[src/rtl/sys_ctrl_pkg.sv]
// Shared constants for the SYS_TOP command sequencer: opcodes, FSM encoding, operand addresses.
package sys_ctrl_pkg;

  localparam logic [7:0] CMD_RF_WR   = 8'hAA;
  localparam logic [7:0] CMD_RF_RD   = 8'hBB;
  localparam logic [7:0] CMD_ALU_OP  = 8'hCC;
  localparam logic [7:0] CMD_ALU_NOP = 8'hDD;

  localparam logic [3:0] ST_IDLE     = 4'd0;
  localparam logic [3:0] ST_WR_ADDR  = 4'd1;
  localparam logic [3:0] ST_WR_DATA  = 4'd2;
  localparam logic [3:0] ST_RD_ADDR  = 4'd3;
  localparam logic [3:0] ST_RD_WAIT  = 4'd4;
  localparam logic [3:0] ST_OP_A     = 4'd5;
  localparam logic [3:0] ST_OP_B     = 4'd6;
  localparam logic [3:0] ST_ALU_FUN  = 4'd7;
  localparam logic [3:0] ST_ALU_WAIT = 4'd8;
  localparam logic [3:0] ST_TX_LSB   = 4'd9;
  localparam logic [3:0] ST_TX_MSB   = 4'd10;

  localparam int OPA_ADDR = 0;
  localparam int OPB_ADDR = 1;

  // States in which the sequencer is waiting for the next byte of a frame.
  function automatic logic is_frame_state(input logic [3:0] s);
    return (s == ST_WR_ADDR) || (s == ST_WR_DATA) || (s == ST_RD_ADDR) ||
           (s == ST_OP_A)    || (s == ST_OP_B)    || (s == ST_ALU_FUN);
  endfunction

endpackage

[src/rtl/sys_cmd_timeout.sv]
// Inter-byte watchdog: counts idle cycles while a frame is open, pulses expired at the limit.
module sys_cmd_timeout #(
  parameter int TIMEOUT_CYC = 1024
) (
  input  logic clk,
  input  logic rst,
  input  logic clr,
  input  logic en,
  output logic expired
);

  localparam int CW = $clog2(TIMEOUT_CYC + 1);

  logic [CW-1:0] cnt;

  always_ff @(posedge clk or posedge rst) begin
    if (rst)
      cnt <= '0;
    else if (clr || !en)
      cnt <= '0;
    else if (cnt != CW'(TIMEOUT_CYC))
      cnt <= cnt + 1'b1;
  end

  // Fires in the TIMEOUT_CYC-th silent cycle; a byte arriving that cycle wins.
  assign expired = en && !clr && (cnt == CW'(TIMEOUT_CYC - 1));

endmodule

[src/rtl/sys_cmd_sequencer.sv]
// UART frame decoder driving the RF, the ALU and the TX FIFO in the REF_CLK domain.
// Optional inter-byte timeout enabled by defining CMD_TIMEOUT_EN.
module sys_cmd_sequencer
  import sys_ctrl_pkg::*;
#(
  parameter int Data_width  = 8,
  parameter int Addr_width  = 4,
  parameter int ALU_FUN_W   = 4,
  parameter int TIMEOUT_CYC = 1024
) (
  input  logic                    CLK,
  input  logic                    RST,
  input  logic [Data_width-1:0]   RX_P_DATA,
  input  logic                    RX_D_VLD,
  output logic [Addr_width-1:0]   RF_Address,
  output logic                    RF_WrEn,
  output logic                    RF_RdEn,
  output logic [Data_width-1:0]   RF_WrData,
  input  logic [Data_width-1:0]   RF_RdData,
  input  logic                    RF_RdData_VLD,
  output logic [ALU_FUN_W-1:0]    ALU_FUN,
  output logic                    ALU_EN,
  output logic                    CLK_GATE_EN,
  input  logic [2*Data_width-1:0] ALU_OUT,
  input  logic                    ALU_OUT_VLD,
  output logic [Data_width-1:0]   TX_P_DATA,
  output logic                    TX_D_VLD,
  input  logic                    FIFO_FULL,
  output logic                    CMD_ERR
);

  logic [3:0]              state;
  logic [Addr_width-1:0]   wr_addr;
  logic [2*Data_width-1:0] result;
  logic                    single_byte;
  logic                    timeout_hit;

`ifdef CMD_TIMEOUT_EN
  sys_cmd_timeout #(
    .TIMEOUT_CYC (TIMEOUT_CYC)
  ) u_timeout (
    .clk     (CLK),
    .rst     (RST),
    .clr     (RX_D_VLD),
    .en      (is_frame_state(state)),
    .expired (timeout_hit)
  );
`else
  assign timeout_hit = 1'b0;
`endif

  always_ff @(posedge CLK or posedge RST) begin
    if (RST) begin
      state       <= ST_IDLE;
      wr_addr     <= '0;
      result      <= '0;
      single_byte <= 1'b0;
      RF_Address  <= '0;
      RF_WrEn     <= 1'b0;
      RF_RdEn     <= 1'b0;
      RF_WrData   <= '0;
      ALU_FUN     <= '0;
      ALU_EN      <= 1'b0;
      CLK_GATE_EN <= 1'b0;
      TX_P_DATA   <= '0;
      TX_D_VLD    <= 1'b0;
      CMD_ERR     <= 1'b0;
    end else begin
      RF_WrEn  <= 1'b0;
      RF_RdEn  <= 1'b0;
      ALU_EN   <= 1'b0;
      TX_D_VLD <= 1'b0;
      CMD_ERR  <= 1'b0;

      if (timeout_hit) begin
        CMD_ERR     <= 1'b1;
        CLK_GATE_EN <= 1'b0;
        state       <= ST_IDLE;
      end else begin
        case (state)
          ST_IDLE: if (RX_D_VLD) begin
            case (RX_P_DATA)
              CMD_RF_WR:   state <= ST_WR_ADDR;
              CMD_RF_RD:   state <= ST_RD_ADDR;
              CMD_ALU_OP:  state <= ST_OP_A;
              CMD_ALU_NOP: begin
                state       <= ST_ALU_FUN;
                CLK_GATE_EN <= 1'b1;
              end
              default:     CMD_ERR <= 1'b1;
            endcase
          end

          ST_WR_ADDR: if (RX_D_VLD) begin
            wr_addr <= RX_P_DATA[Addr_width-1:0];
            state   <= ST_WR_DATA;
          end

          ST_WR_DATA: if (RX_D_VLD) begin
            RF_Address <= wr_addr;
            RF_WrData  <= RX_P_DATA;
            RF_WrEn    <= 1'b1;
            state      <= ST_IDLE;
          end

          ST_RD_ADDR: if (RX_D_VLD) begin
            RF_Address <= RX_P_DATA[Addr_width-1:0];
            RF_RdEn    <= 1'b1;
            state      <= ST_RD_WAIT;
          end

          ST_RD_WAIT: if (RF_RdData_VLD) begin
            result      <= {{Data_width{1'b0}}, RF_RdData};
            single_byte <= 1'b1;
            state       <= ST_TX_LSB;
          end

          ST_OP_A: if (RX_D_VLD) begin
            RF_Address <= Addr_width'(OPA_ADDR);
            RF_WrData  <= RX_P_DATA;
            RF_WrEn    <= 1'b1;
            state      <= ST_OP_B;
          end

          ST_OP_B: if (RX_D_VLD) begin
            RF_Address  <= Addr_width'(OPB_ADDR);
            RF_WrData   <= RX_P_DATA;
            RF_WrEn     <= 1'b1;
            CLK_GATE_EN <= 1'b1;
            state       <= ST_ALU_FUN;
          end

          ST_ALU_FUN: if (RX_D_VLD) begin
            ALU_FUN <= RX_P_DATA[ALU_FUN_W-1:0];
            ALU_EN  <= 1'b1;
            state   <= ST_ALU_WAIT;
          end

          ST_ALU_WAIT: if (ALU_OUT_VLD) begin
            result      <= ALU_OUT;
            single_byte <= 1'b0;
            CLK_GATE_EN <= 1'b0;
            state       <= ST_TX_LSB;
          end

          // A full FIFO stalls the response; the byte is retried every cycle.
          ST_TX_LSB: if (!FIFO_FULL) begin
            TX_P_DATA <= result[Data_width-1:0];
            TX_D_VLD  <= 1'b1;
            state     <= single_byte ? ST_IDLE : ST_TX_MSB;
          end

          ST_TX_MSB: if (!FIFO_FULL) begin
            TX_P_DATA <= result[2*Data_width-1:Data_width];
            TX_D_VLD  <= 1'b1;
            state     <= ST_IDLE;
          end

          default: state <= ST_IDLE;
        endcase
      end
    end
  end

endmodule

[config.mk]
export PLATFORM = sky130hd
export DESIGN_NAME = sys_cmd_sequencer
export DESIGN_NICKNAME = d
export VERILOG_FILES = /design/src/rtl/sys_ctrl_pkg.sv /design/src/rtl/sys_cmd_timeout.sv /design/src/rtl/sys_cmd_sequencer.sv
export SDC_FILE = /design/constraint.sdc
export NUM_CORES = 1
export LEC_CHECK = 0
export CAP_MARGIN = 20
export CELL_PAD_IN_SITES_DETAIL_PLACEMENT = 1
export CELL_PAD_IN_SITES_GLOBAL_PLACEMENT = 1
export CORE_MARGIN = 4
export CORE_UTILIZATION = 35
export CTS_BUF_LIST = sky130_fd_sc_hd__clkbuf_8
export DETAILED_ROUTE_END_ITERATION = 10
export GPL_ROUTABILITY_DRIVEN = 0
export PLACE_DENSITY = 0.79
export SLEW_MARGIN = 0
export SYNTH_ARGS = -nofsm -noshare
export SYNTH_HDL_FRONTEND = slang
export SYNTH_SLANG_ARGS = --single-unit
[constraint.sdc]
create_clock -name CLK -period 1.8 [get_ports CLK]
set_input_delay 0.36 -clock CLK [delete_from_list [all_inputs] [get_ports CLK]]
set_output_delay 0.36 -clock CLK [all_outputs]
set_load 0.1 [all_outputs]
## Yosys cells after proc, flatten, opt, wreduce, memory -nomap -nowiden

Cells that the tools add are included.

| operators by class | value |
|---|---|
| bitwise operators | 0 |
| reductions and logical operators | 16 |
| multiply operators | 0 |
| magnitude comparators | 0 |
| shift operators | 0 |
| mux-type cells | 40 |
| divide/modulo/power cells | 0 |
| eq/ne operators | 27 |
| add/subtract/negate cells | 0 |

Operator list:

| kind | number |
|---|---|
| two-way mux 4 bit | 15 |
| one-hot mux 4 bit (11 select lines) | 1 |
| equality test 8 bit (second input constant) | 4 |
| two-way mux 16 bit | 2 |
| one-hot mux 16 bit (2 select lines) | 1 |
| one-hot mux 4 bit (4 select lines) | 2 |
| != test 2 bit (second input constant) | 11 |
| equality test 4 x 3 -> 1 bit (second input constant) | 4 |
| two-way mux 8 bit | 2 |
| one-hot mux 8 bit (2 select lines) | 1 |
| two-way mux 1 bit | 14 |
| equality test 4 bit (second input constant) | 3 |
| AND reduction 12 bit | 1 |
| AND reduction 5 bit | 2 |
| equality test 4 x 2 -> 1 bit (second input constant) | 2 |
| AND reduction 2 bit | 3 |
| AND reduction 3 bit | 2 |
| != test 5 x 1 -> 1 bit (second input constant) | 1 |
| equality test 4 x 1 -> 1 bit (second input constant) | 1 |
| logical NOT 4 bit | 1 |
| nonzero test 2 bit | 2 |
| nonzero test 4 bit | 1 |
| OR reduction 4 bit | 1 |
| one-hot mux 1 bit (3 select lines) | 1 |
| other kinds (5) | 5 |

| word-level totals | value |
|---|---|
| ROM bits | 0 |
| memories | 0 |
| memory bits (writable) | 0 |
| flip-flop bits (word level) | 55 |
| latch bits | 0 |
| word-level logic and storage cells | 97 |

## Depth between registers and ports, before layout

Gate-level depths: netlist of the first run.

| logic depth | value |
|---|---|
| word-level depth | 5 |
| mapped depth | 8 |
| gate-level depth less buffers | 5 |

## Worst setup path before layout of the first run

Ideal clock, no wire load.

| path | value |
|---|---|
| path kind | register -> register |
| start point | reg state[1] |
| end point | reg state[1] |
| stages on the path, launching flop included | 7 |
| arrival | 1.626 ns |
| buffers on the path | 1 |
| path slack | 0.048 ns |
| data required time | 1.675 ns |
| setup time | 0.125 ns |
| cells stage by stage | dfrtp_1 -> buf_6 -> or4b_4 -> a21oi_2 -> a211oi_2 -> o21ai_4 -> mux2_4 |

| between the ends | value |
|---|---|
| longest elaborated chain between the ends | 3 |

Ends and longest elaborated chain:

| element | line | source |
|---|---|---|
| from (decl) | sys_cmd_sequencer.sv:32 | `logic [3:0] state;` |
| from (signal assigned) | sys_cmd_sequencer.sv:150 | `state <= single_byte ? ST_IDLE : ST_TX_MSB;` |
| logical NOT 4 bit (tied with other cells) | sys_cmd_sequencer.sv:80 | `case (state)` |
| != test 5 x 1 -> 1 bit (no source line) / != test 2 bit (equally long branches) | -- |  |
| AND reduction 12 bit (no source line) | -- |  |

Parallel ways exist; a longest one is shown, timed or not.
A chain may end at the register's enable or synchronous reset.

## Final worst setup path of the first run

Same ends and word-level chain as after synthesis.

==> results.tsv, run 1 <==
metric	value	unit
start_kind	flip-flop	
yosysSeqAreaShare	0.5246	
clk_pin_slew_worst_paths	0.10	ns
dpl_cell_area	3931	um^2
final_net_count	381	
crit_path_start	state[1]$_DFFE_PP0P_	
worst_hold_path_type	primary input to asynchronous set/reset pin	
ant_nets	0	
comb_power_share	0.637	
status	completed	
die_x	94.58	um
routed_wl	8787	um
grt.met3_usage	0.03506	
port_buffers	67	
clk_path_buf_depth	2	
reg2reg_to	state[1]$_DFFE_PP0P_	
use_met2	0.3138	
via_per_inst	5.194	
synth_cell_types	44	
swShare	0.4957	
synth_area_leader_cell	dfrtp_1	
antenna-diode-count	0	
crit_arrival	1.98	ns
worst-path-buf-inv	0	
finalSetupViolCount	0	
cts_buffers	5	
syn_inst	251	
row_count	31	
grt_overflow	0	
power_frac_clock	0.104	
grt_pass1_wl	12650	um
cts_hold_buf	0	
tritoncts	done	
worstRegToRegCells	5	
worst_slew_pin_slew	0.4115	ns
cp_slowest_cell	or4b_4	
synth_area	2624	um^2
syn-num-nets	289	
grt_pass1_vias	2381	
internal_power	4667	uW
initialDrtViolationCount	106	
relSlewSlack	0.7218	
criticalPathCategory	flip-flop to flip-flop	
r2r_slack	0.03	ns
path_delay_family	simple AND/OR/NAND/NOR gates	
dpl.hpwl	5595	um
grtUsageTotal	0.1841	
grt_max_degree	36	
die_h	94.58	um
dp_slack	-0.3241	ns
synth_seq_cells	55	
skew	0.01015	ns
coreArea	7253	um^2
worst-path-max-fanout	6	
pwr-share-seq	0.259	
p_leak	0.001843	uW
yosysWarnings	0	
top_usage_layer	met2	
hold_viol	0	
drtPass1Iterations	4	
fin_crit	1.775	ns
powerDensity	2199	nW/um^2
root_buffer	clkbuf_8	
ir_worst_vdd	0.001193	V
finalMaxSlewViolations	0	
cp.required	2.00	ns
fillers	761	
htree_num_levels	2	
clock_sinks	55	
initial_core_util	0.3617	
synth_top_area_share	0.5246	
final-seq-area	1381	um^2
route.detailed.drc	0	
end_kind	flip-flop	
power_switching	4588	uW
ys_top_cells_by_area	dfrtp_1 (52%), mux2i_1 (6.9%), mux2_2 (6.0%)	
r2r_start	state[1]$_DFFE_PP0P_	
multiInputGateArea	1192	um^2
critical_path.max_stage_delay	0.55	ns
syn_to_final_growth	60.42	%
fin_crit_sh	0.9860	
synth_area_per_cell	10.45	um^2
die_area	8945	um^2
met1_usage	0.2375	
post_drt_wl_per_cell	19.84	um
vias	2301	
timing.final.ws_setup	0.02511	ns
drive_above_1_share	0.3343	
io_pins	68	
maxCapViolations	0	
antenna_found_initial	0	
clk-insertion-delay-late	0.32	ns
total_power	9255	uW
max_freq	0.5634	GHz
crit_chain	or4b_4 -> a21oi_2 -> a211oi_2 -> o21ai_4 -> mux2_4	
final_area	4209	um^2
-- Yosys cell counts, drive strengths merged --
library cell   n
a211o          2
a211oi         1
a21o           4
a21oi         20
a2bb2oi        3
a31oi          3
and2           2
and2b          1
and3           1
and4bb         1
buf           14
clkbuf         1
dfrtp         55
inv           17
mux2          15
mux2i         18
nand2         19
nand2b         2
nand3         10
nand4          1
nor2          18
nor2b          3
nor3           4
nor3b          1
nor4b          1
nor4bb         1
o21ai         24
o21bai         1
o22ai          1
o32ai          1
o41ai          1
or3            1
or4b           1
xnor2          2
xor2           1
-- final cells by class --
cell class | instances | area share
inverter | 17 | 0.01516
timing repair buffer | 100 | 0.3124
clock buffer | 5 | 0.01635
clock inverter | 3 | 0.01516
sequential | 55 | 0.3282
multi-input combinational | 164 | 0.2833
tap | 99 | 0.02943
-- worst register-to-register path: stages, from the launching register on --
cell      delay (ns)
dfrtp_2         0.47
or4b_4          0.55
a21oi_2         0.15
a211oi_2        0.08
o21ai_4         0.11
mux2_4          0.31
-- layer usage --
metal	vias to the layer above	routed length, um	part of all wire
li1	1050	-	-
met1	1150	3599	0.41
met2	78	4512	0.51
met3	23	433	0.049
met4	0	242	0.028
met5	-	0	0
-- cell families after synthesis --
logic type                share of synthesized area
muxes                                        0.1345
buffers and inverters                       0.05484
AOI/OAI and AO/OA                            0.1459
xor gates and xnor gates                    0.01002
DFF                                          0.5246
and+or+nand+nor                              0.1302
-- sequential cells by signal, summed over array words and instances (netlist names) --
register / cells
result: 16
CLK_GATE_EN: 1
RF_WrData: 8
ALU_EN: 1
RF_RdEn: 1
RF_WrEn: 1
TX_P_DATA: 8
state: 4
wr_addr: 4
TX_D_VLD: 1
RF_Address: 4
ALU_FUN: 4
single_byte: 1
CMD_ERR: 1
-- power groups by stage --
stage	Combinational (uW)	Clock, uW	Sequential, uW
6_report	5900	961	2400
5_1_grt	6180	1030	2470
4_1_cts	5720	963	2350
3_5_place_dp	5580	0	2370
3_3_place_gp	5460	0	2320
2_1_floorplan	1600	0	4140
-- placed cells by master (no fill, tap or decap), drive strengths merged, types with 2 or more instances in the layout --
cell type      synthesis  final
nor2                  18     18
nor3                   4      4
a31oi                  3      3
a211o                  2      2
clkbuf                 1      5
xnor2                  2      2
bufinv                 0      2
nand3                 10     10
mux2i                 18     18
nor2b                  3      3
a21o                   4      4
inv                   17     18
and2                   2      2
dlymetal6s2s           0      2
o21ai                 24     24
clkdlybuf4s50          0     35
a21oi                 20     20
nand2                 19     19
buf                   14     63
dfrtp                 55     55
a2bb2oi                3      3
mux2                  15     15
nand2b                 2      2
-- through the flow --
step,util,setup TNS [ns],cells,hold WS [ns]
2_1_floorplan,-,0,251,0.4498
4_1_cts,0.5679,0,442,0.3251
6_report,0.5803,0,443,0.3156
5_1_grt,0.5803,-0.1828,443,0.3337
3_5_place_dp,0.5420,-2.102,432,0.4921
3_3_place_gp,0.5420,-1.376,432,0.4653
-- repair_timing --
| item | CTS | global route |
|---|---|---|
| endpoints found under the setup margin | 13 | 23 |
| gates resized for setup | 4 | 20 |
| pin swaps | 1 | 5 |
| buffers inserted | 2 | 1 |
-- worst max-delay path by stage --
stage                                     to  slack, ns  cells past startpoint
floorplan               state[1]$_DFFE_PP0P_       0.05                      6
global placement        state[1]$_DFFE_PP0P_      -0.27                      7
detailed placement      state[1]$_DFFE_PP0P_      -0.32                      7
CTS                     state[1]$_DFFE_PP0P_      0.006                      5
global route        RF_WrData[7]$_DFFE_PP0P_      -0.04                      6
finish                  state[1]$_DFFE_PP0P_       0.03                      5
Power figures use the tool's default switching activity.
==> inputs of run 2 (changes only) <==
--- a/config.mk
+++ b/config.mk
@@ -13,6 +13,7 @@
 export CTS_BUF_LIST = sky130_fd_sc_hd__clkbuf_8
 export DETAILED_ROUTE_END_ITERATION = 10
 export GPL_ROUTABILITY_DRIVEN = 0
+export MAX_ROUTING_LAYER = met4
 export PLACE_DENSITY = 0.79
 export SLEW_MARGIN = 0
 export SYNTH_ARGS = -nofsm -noshare
==> run 2 against run 1 <==
First-iteration DRC count is 8.5% higher. Register-to-register slack hardly changed. Via count hardly changed. Wire length hardly changed. Clock power hardly changed. Worst setup slack better by 0.0022 ns. Cell count stayed put. Critical path depth stayed put. Clock skew hardly changed. Final area stayed put. Critical path type unchanged.
==> results.tsv, run 2 (synthesized netlist as in run 1, its figures left out) <==
metric	value	unit	change
status	completed		
worst-path-max-fanout	6		unchanged
maxCapViolations	0		unchanged
worstRegToRegCells	5		unchanged
reg.largest.list	result x16, RF_WrData x8, TX_P_DATA x8		
crit_arrival	1.98	ns	about the same
die_area	8945	um^2	unchanged
cts_buffers	5		unchanged
cp_slowest_cell	or4b_4		
dpl.hpwl	5595	um	unchanged
vias	2299		-0.087%
crit_chain	or4b_4 -> a21oi_2 -> a211oi_2 -> o21ai_4 -> mux2_4		
cts_hold_buf	0		unchanged
antenna-diode-count	0		unchanged
dpl_cell_area	3931	um^2	unchanged
root_buffer	clkbuf_8		
top_register	result		
worst-path-buf-inv	0		unchanged
fin_crit	1.773	ns	-0.002196 ns
end_kind	flip-flop		
p_leak	0.001843	uW	unchanged
final-seq-area	1381	um^2	unchanged
grt_max_degree	36		unchanged
htree_num_levels	2		unchanged
finalSetupViolCount	0		unchanged
drive_above_1_share	0.3343		unchanged
via_per_inst	5.190		about the same
port_buffers	67		unchanged
finalMaxSlewViolations	0		unchanged
io_pins	68		unchanged
fillers	761		unchanged
relSlewSlack	0.7164		-0.005335
met1_usage	0.2420		+0.004548
total_power	9258	uW	about the same
drtPass1Iterations	4		unchanged
critical_path.max_stage_delay	0.55	ns	about the same
clock_sinks	55		unchanged
tritoncts	done		
die_h	94.58	um	unchanged
post_drt_wl_per_cell	19.83	um	about the same
grt_pass1_wl	12610	um	-0.32%
start_kind	flip-flop		
tns	0	ns	unchanged
grtUsageTotal	0.1893		+0.005198
grt_overflow	0		unchanged
final_util	0.5803		unchanged
worst_hold_path_type	primary input to asynchronous set/reset pin		
ir_worst_vdd	0.001196	V	+0.30%
skew	0.009865	ns	-0.0002835 ns
route.detailed.drc	0		unchanged
coreArea	7253	um^2	unchanged
final_area	4209	um^2	unchanged
layout_commonest_cell	dfrtp_1		
grt.met3_usage	0.02629		-0.008765
initialDrtViolationCount	115		+8.5%
final_cell_mix	dfrtp_1 (51), buf_12 (37), clkdlybuf4s50_1 (35), buf_4 (25), o21ai_0 (22)		
final_net_count	381		unchanged
initial_core_util	0.3617		unchanged
largest_reg_flops	16		unchanged
max_freq	0.5641	GHz	+0.12%
use_met2	0.3144		+0.0005910
routed_wl	8783	um	about the same
fin_crit_sh	0.9848		-0.001220
grt_pass1_vias	2388		+0.29%
criticalPathCategory	flip-flop to flip-flop		
powerDensity	2199	nW/um^2	about the same
top_usage_layer	met2		
row_count	31		unchanged
path_depth	5		unchanged
die_x	94.58	um	unchanged
multiInputGateArea	1192	um^2	unchanged
ant_nets	0		unchanged
clk_path_buf_depth	2		unchanged
antenna_found_initial	0		unchanged
hold_viol	0		unchanged
cp.required	2.01	ns	about the same
worst_slew_pin_slew	0.4221	ns	+0.01055 ns
clk_pin_slew_worst_paths	0.10	ns	about the same
path_delay_family	simple AND/OR/NAND/NOR gates		
clk-insertion-delay-late	0.32	ns	about the same
syn_to_final_growth	60.42	%	unchanged
-- run 2: cell counts in the layout (fill, tap and decap cells not counted) --
Identical to the previous run, type by type.
-- run 2: worst reg2reg max path, stage by stage (launching register included) --
cell and delay (ns):
dfrtp_2 0.47, or4b_4 0.55, a21oi_2 0.15, a211oi_2 0.08
o21ai_4 0.10, mux2_4 0.31
-- run 2: routing by layer --
layer	routed length [um]	part of all wire
met5	0	0
met4	265	0.030
met3	303	0.034
met2	4470	0.51
met1	3744	0.43
-- run 2: report_power, final --
| part | internal, uW | switching, uW | total [uW] |
|---|---|---|---|
| sequential | 1810 | 593 | 2400 |
| clock | 551 | 413 | 964 |
| combinational | 2310 | 3580 | 5890 |
-- run 2: final cells by class --
class | count | share of cell area
clock buffer | 5 | 0.01635
clock inverter | 3 | 0.01516
inverter | 17 | 0.01516
multi-input combinational | 164 | 0.2833
sequential | 55 | 0.3282
tap | 99 | 0.02943
timing repair buffer | 100 | 0.3124
-- run 2: path summary, 6_finish.rpt --
check                                  startpoint                endpoint  slack (ns)
max in group asynchronous                     RST   result[9]$_DFFE_PP0P_        1.04
hold / removal                                RST       RF_WrEn$_DFF_PP0_        0.31
min in group CLK                     RX_P_DATA[1]  ALU_FUN[1]$_DFFE_PP0P_        0.50
hold reg to reg            wr_addr[2]$_DFFE_PP0P_  wr_addr[2]$_DFFE_PP0P_        0.53
setup / recovery             state[1]$_DFFE_PP0P_    state[1]$_DFFE_PP0P_        0.03
setup reg to reg             state[1]$_DFFE_PP0P_    state[1]$_DFFE_PP0P_        0.03
-- run 2: timing repair --
| action | 4_1_cts | 5_1_grt |
|---|---|---|
| setup endpoints to repair | 13 | 23 |
| gates resized for setup | 4 | 20 |
| endpoints found under the hold margin | 0 | 0 |
| pin swaps | 1 | 5 |
| setup buffers | 2 | 1 |
-- run 2: metrics by stage --
stage	setup WS, ns	instances	hold slack [ns]
CTS	0.005943	442	0.3251
floorplan	0.04847	251	0.4498
finish	0.02731	443	0.3088
global placement	-0.2663	432	0.4653
global route	-0.03625	443	0.3337
detailed placement	-0.3241	432	0.4921
==> inputs of run 3 (changes only) <==
--- a/config.mk
+++ b/config.mk
@@ -15,6 +15,7 @@
 export GPL_ROUTABILITY_DRIVEN = 0
 export MAX_ROUTING_LAYER = met4
 export PLACE_DENSITY = 0.79
+export REMOVE_ABC_BUFFERS = 1
 export SLEW_MARGIN = 0
 export SYNTH_ARGS = -nofsm -noshare
 export SYNTH_HDL_FRONTEND = slang
==> run 3 against run 2 <==
Sequential share of layout area rose by 0.83 points. Hold slack improved by 0.11 ns. Worst setup slack improved by 0.016 ns. Die area did not move. Total power fell by 5.3%. Sequential cell count did not move. Sequential power fell by 2%. Critical path type unchanged.
==> results.tsv, run 3 (synthesized netlist as in run 1, its figures left out) <==
metric	value	unit	change
status	completed		
tns	0	ns	unchanged
routed_wl	7494	um	-15%
grt_pass1_vias	2411		+0.96%
r2r_start	state[1]$_DFFE_PP0P_		
critical_path.endpoint	state[3]$_DFFE_PP0P_		
crit_path_start	state[1]$_DFFE_PP0P_		
r2r_slack	0.04	ns	+0.02 ns
finalSetupViolCount	0		unchanged
final_net_count	379		-0.52%
reg.largest.list	result x16, RF_WrData x8, TX_P_DATA x8		
end_kind	flip-flop		
max_freq	0.5694	GHz	+0.94%
row_count	31		unchanged
grt_pass1_wl	12070	um	-4.3%
layout_commonest_cell	dfrtp_1		
grtUsageTotal	0.1771		-0.01223
powerDensity	2134	nW/um^2	-3.0%
hold_viol	0		unchanged
worst_slew_pin_slew	0.3906	ns	-0.03148 ns
die_area	8945	um^2	unchanged
grt_overflow	0		unchanged
fin_crit_sh	0.9757		-0.009139
crit_path_frequent_cell	a31oi_1		
p_leak	0.001817	uW	-1.4%
grt_max_degree	56		+56%
critical_path.max_stage_delay	0.54	ns	about the same
cts_buffers	5		unchanged
cp.required	1.99	ns	-0.02 ns
start_kind	flip-flop		
post_drt_wl_per_cell	16.99	um	-14%
port_buffers	67		unchanged
vias	2209		-3.9%
cts_hold_buf	0		unchanged
skew	0.006451	ns	-0.003414 ns
maxCapViolations	0		unchanged
clk-insertion-delay-late	0.30	ns	-0.02 ns
crit_chain	or4b_4 -> a21oi_2 -> a211oi_2 -> buf_4 -> a31oi_1 -> a31oi_1		
antenna-diode-count	0		unchanged
cp_slowest_cell	or4b_4		
drtPass1Iterations	4		unchanged
crit_arrival	1.95	ns	-0.03 ns
die_h	94.58	um	unchanged
reg2reg_to	state[3]$_DFFE_PP0P_		
clock_sinks	55		unchanged
largest_reg_flops	16		unchanged
coreArea	7253	um^2	unchanged
final_cell_mix	dfrtp_1 (51), buf_12 (35), clkdlybuf4s50_1 (32), buf_4 (24), o21ai_0 (22)		
antenna_found_initial	0		unchanged
top_register	result		
route.detailed.drc	0		unchanged
fin_crit	1.756	ns	-0.01645 ns
via_per_inst	5.009		-3.5%
criticalPathCategory	flip-flop to flip-flop		
die_x	94.58	um	unchanged
worst_hold_path_type	primary input to asynchronous set/reset pin		
ant_nets	0		unchanged
finalMaxSlewViolations	0		unchanged
clk_path_buf_depth	2		unchanged
drive_above_1_share	0.3070		-0.02728
ir_worst_vdd	0.001130	V	-5.6%
relSlewSlack	0.7362		+0.01974
initial_core_util	0.3617		unchanged
syn_to_final_growth	56.46	%	
htree_num_levels	2		unchanged
initialDrtViolationCount	95		-17%
worst-path-max-fanout	6		unchanged
dpl.hpwl	5647	um	+0.92%
root_buffer	clkbuf_8		
clk_pin_slew_worst_paths	0.10	ns	about the same
worstRegToRegCells	6		+1
io_pins	68		unchanged
whs	0.4222	ns	+0.1134 ns
tritoncts	done		
-- run 3: changes by cell type in the layout (fill, tap and decap cells not counted), sizes merged --
cell / delta
clkinv: +1
buf: -2
inv: +1
bufinv: -2
clkdlybuf4s50: -3
dlymetal6s2s: +3
-- run 3: routing by layer --
layer / share of wire / track usage / vias up
li1: - / - / 1042
met1: 0.42 / 0.2117 / 1125
met2: 0.55 / 0.3132 / 36
met3: 0.025 / 0.02311 / 6
met4: 0.0085 / 0.05048 / 0
met5: 0 / - / -
-- run 3: worst max-delay path, delay by kind of cell, from the launching register on --
| family | cells | cell delay [ns] |
|---|---|---|
| and+or+nand+nor | 1 | 0.54 |
| buffers and inverters | 1 | 0.16 |
| DFF | 1 | 0.46 |
| AOI/OAI and AO/OA | 4 | 0.48 |
-- run 3: report_power, final --
group	internal (uW)	leakage (uW)	total, uW	switching (uW)
combinational	2290	0.00109	5760	3460
sequential	1800	0.000676	2340	539
clock	264	0.0000505	663	400
-- run 3: final cells by class --
type,instances,area [um^2]
Clock buffer,5,68.82
Inverter,17,63.81
Multi-Input combinational cell,164,1169
Clock inverter,3,12.51
Sequential cell,55,1381
Timing Repair Buffer,98,1286
Fill cell,782,3148
Tap cell,99,123.9
-- run 3: repair_timing --
item                       in CTS  in global routing
setup endpoints to repair       6                 20
resized for setup               3                 18
pin swaps                       0                  8
buffers inserted                0                  3
-- run 3: metrics by stage --
| stage | total power [uW] | std cells | area, um^2 | setup slack (ns) | utilization |
|---|---|---|---|---|---|
| final | 8762 | 441 | 4105 | 0.04376 | 0.5660 |
| after global routing | 9187 | 441 | 4105 | -0.08654 | 0.5660 |
| after CTS | 8697 | 438 | 3999 | 0.007365 | 0.5513 |
| after detailed placement | 7984 | 430 | 3904 | -0.3618 | 0.5382 |
| after global placement | 7799 | 430 | 3904 | -0.2398 | 0.5382 |
| after floorplan | 5632 | 236 | 2544 | -0.8367 | - |
-- run 3: how the worst min path moves through the flow --
stage                                        end  cells past startpoint  slack (ns)                    from
after floorplan           wr_addr[0]$_DFFE_PP0P_                      2        0.45  wr_addr[0]$_DFFE_PP0P_
after detailed placement  wr_addr[2]$_DFFE_PP0P_                      1        0.50  wr_addr[2]$_DFFE_PP0P_
after global placement    wr_addr[0]$_DFFE_PP0P_                      2        0.47  wr_addr[0]$_DFFE_PP0P_
final                      result[1]$_DFFE_PP0P_                      3        0.42                     RST
after CTS                      RF_WrEn$_DFF_PP0_                      3        0.43                     RST
after global routing           RF_RdEn$_DFF_PP0_                      2        0.44                RX_D_VLD
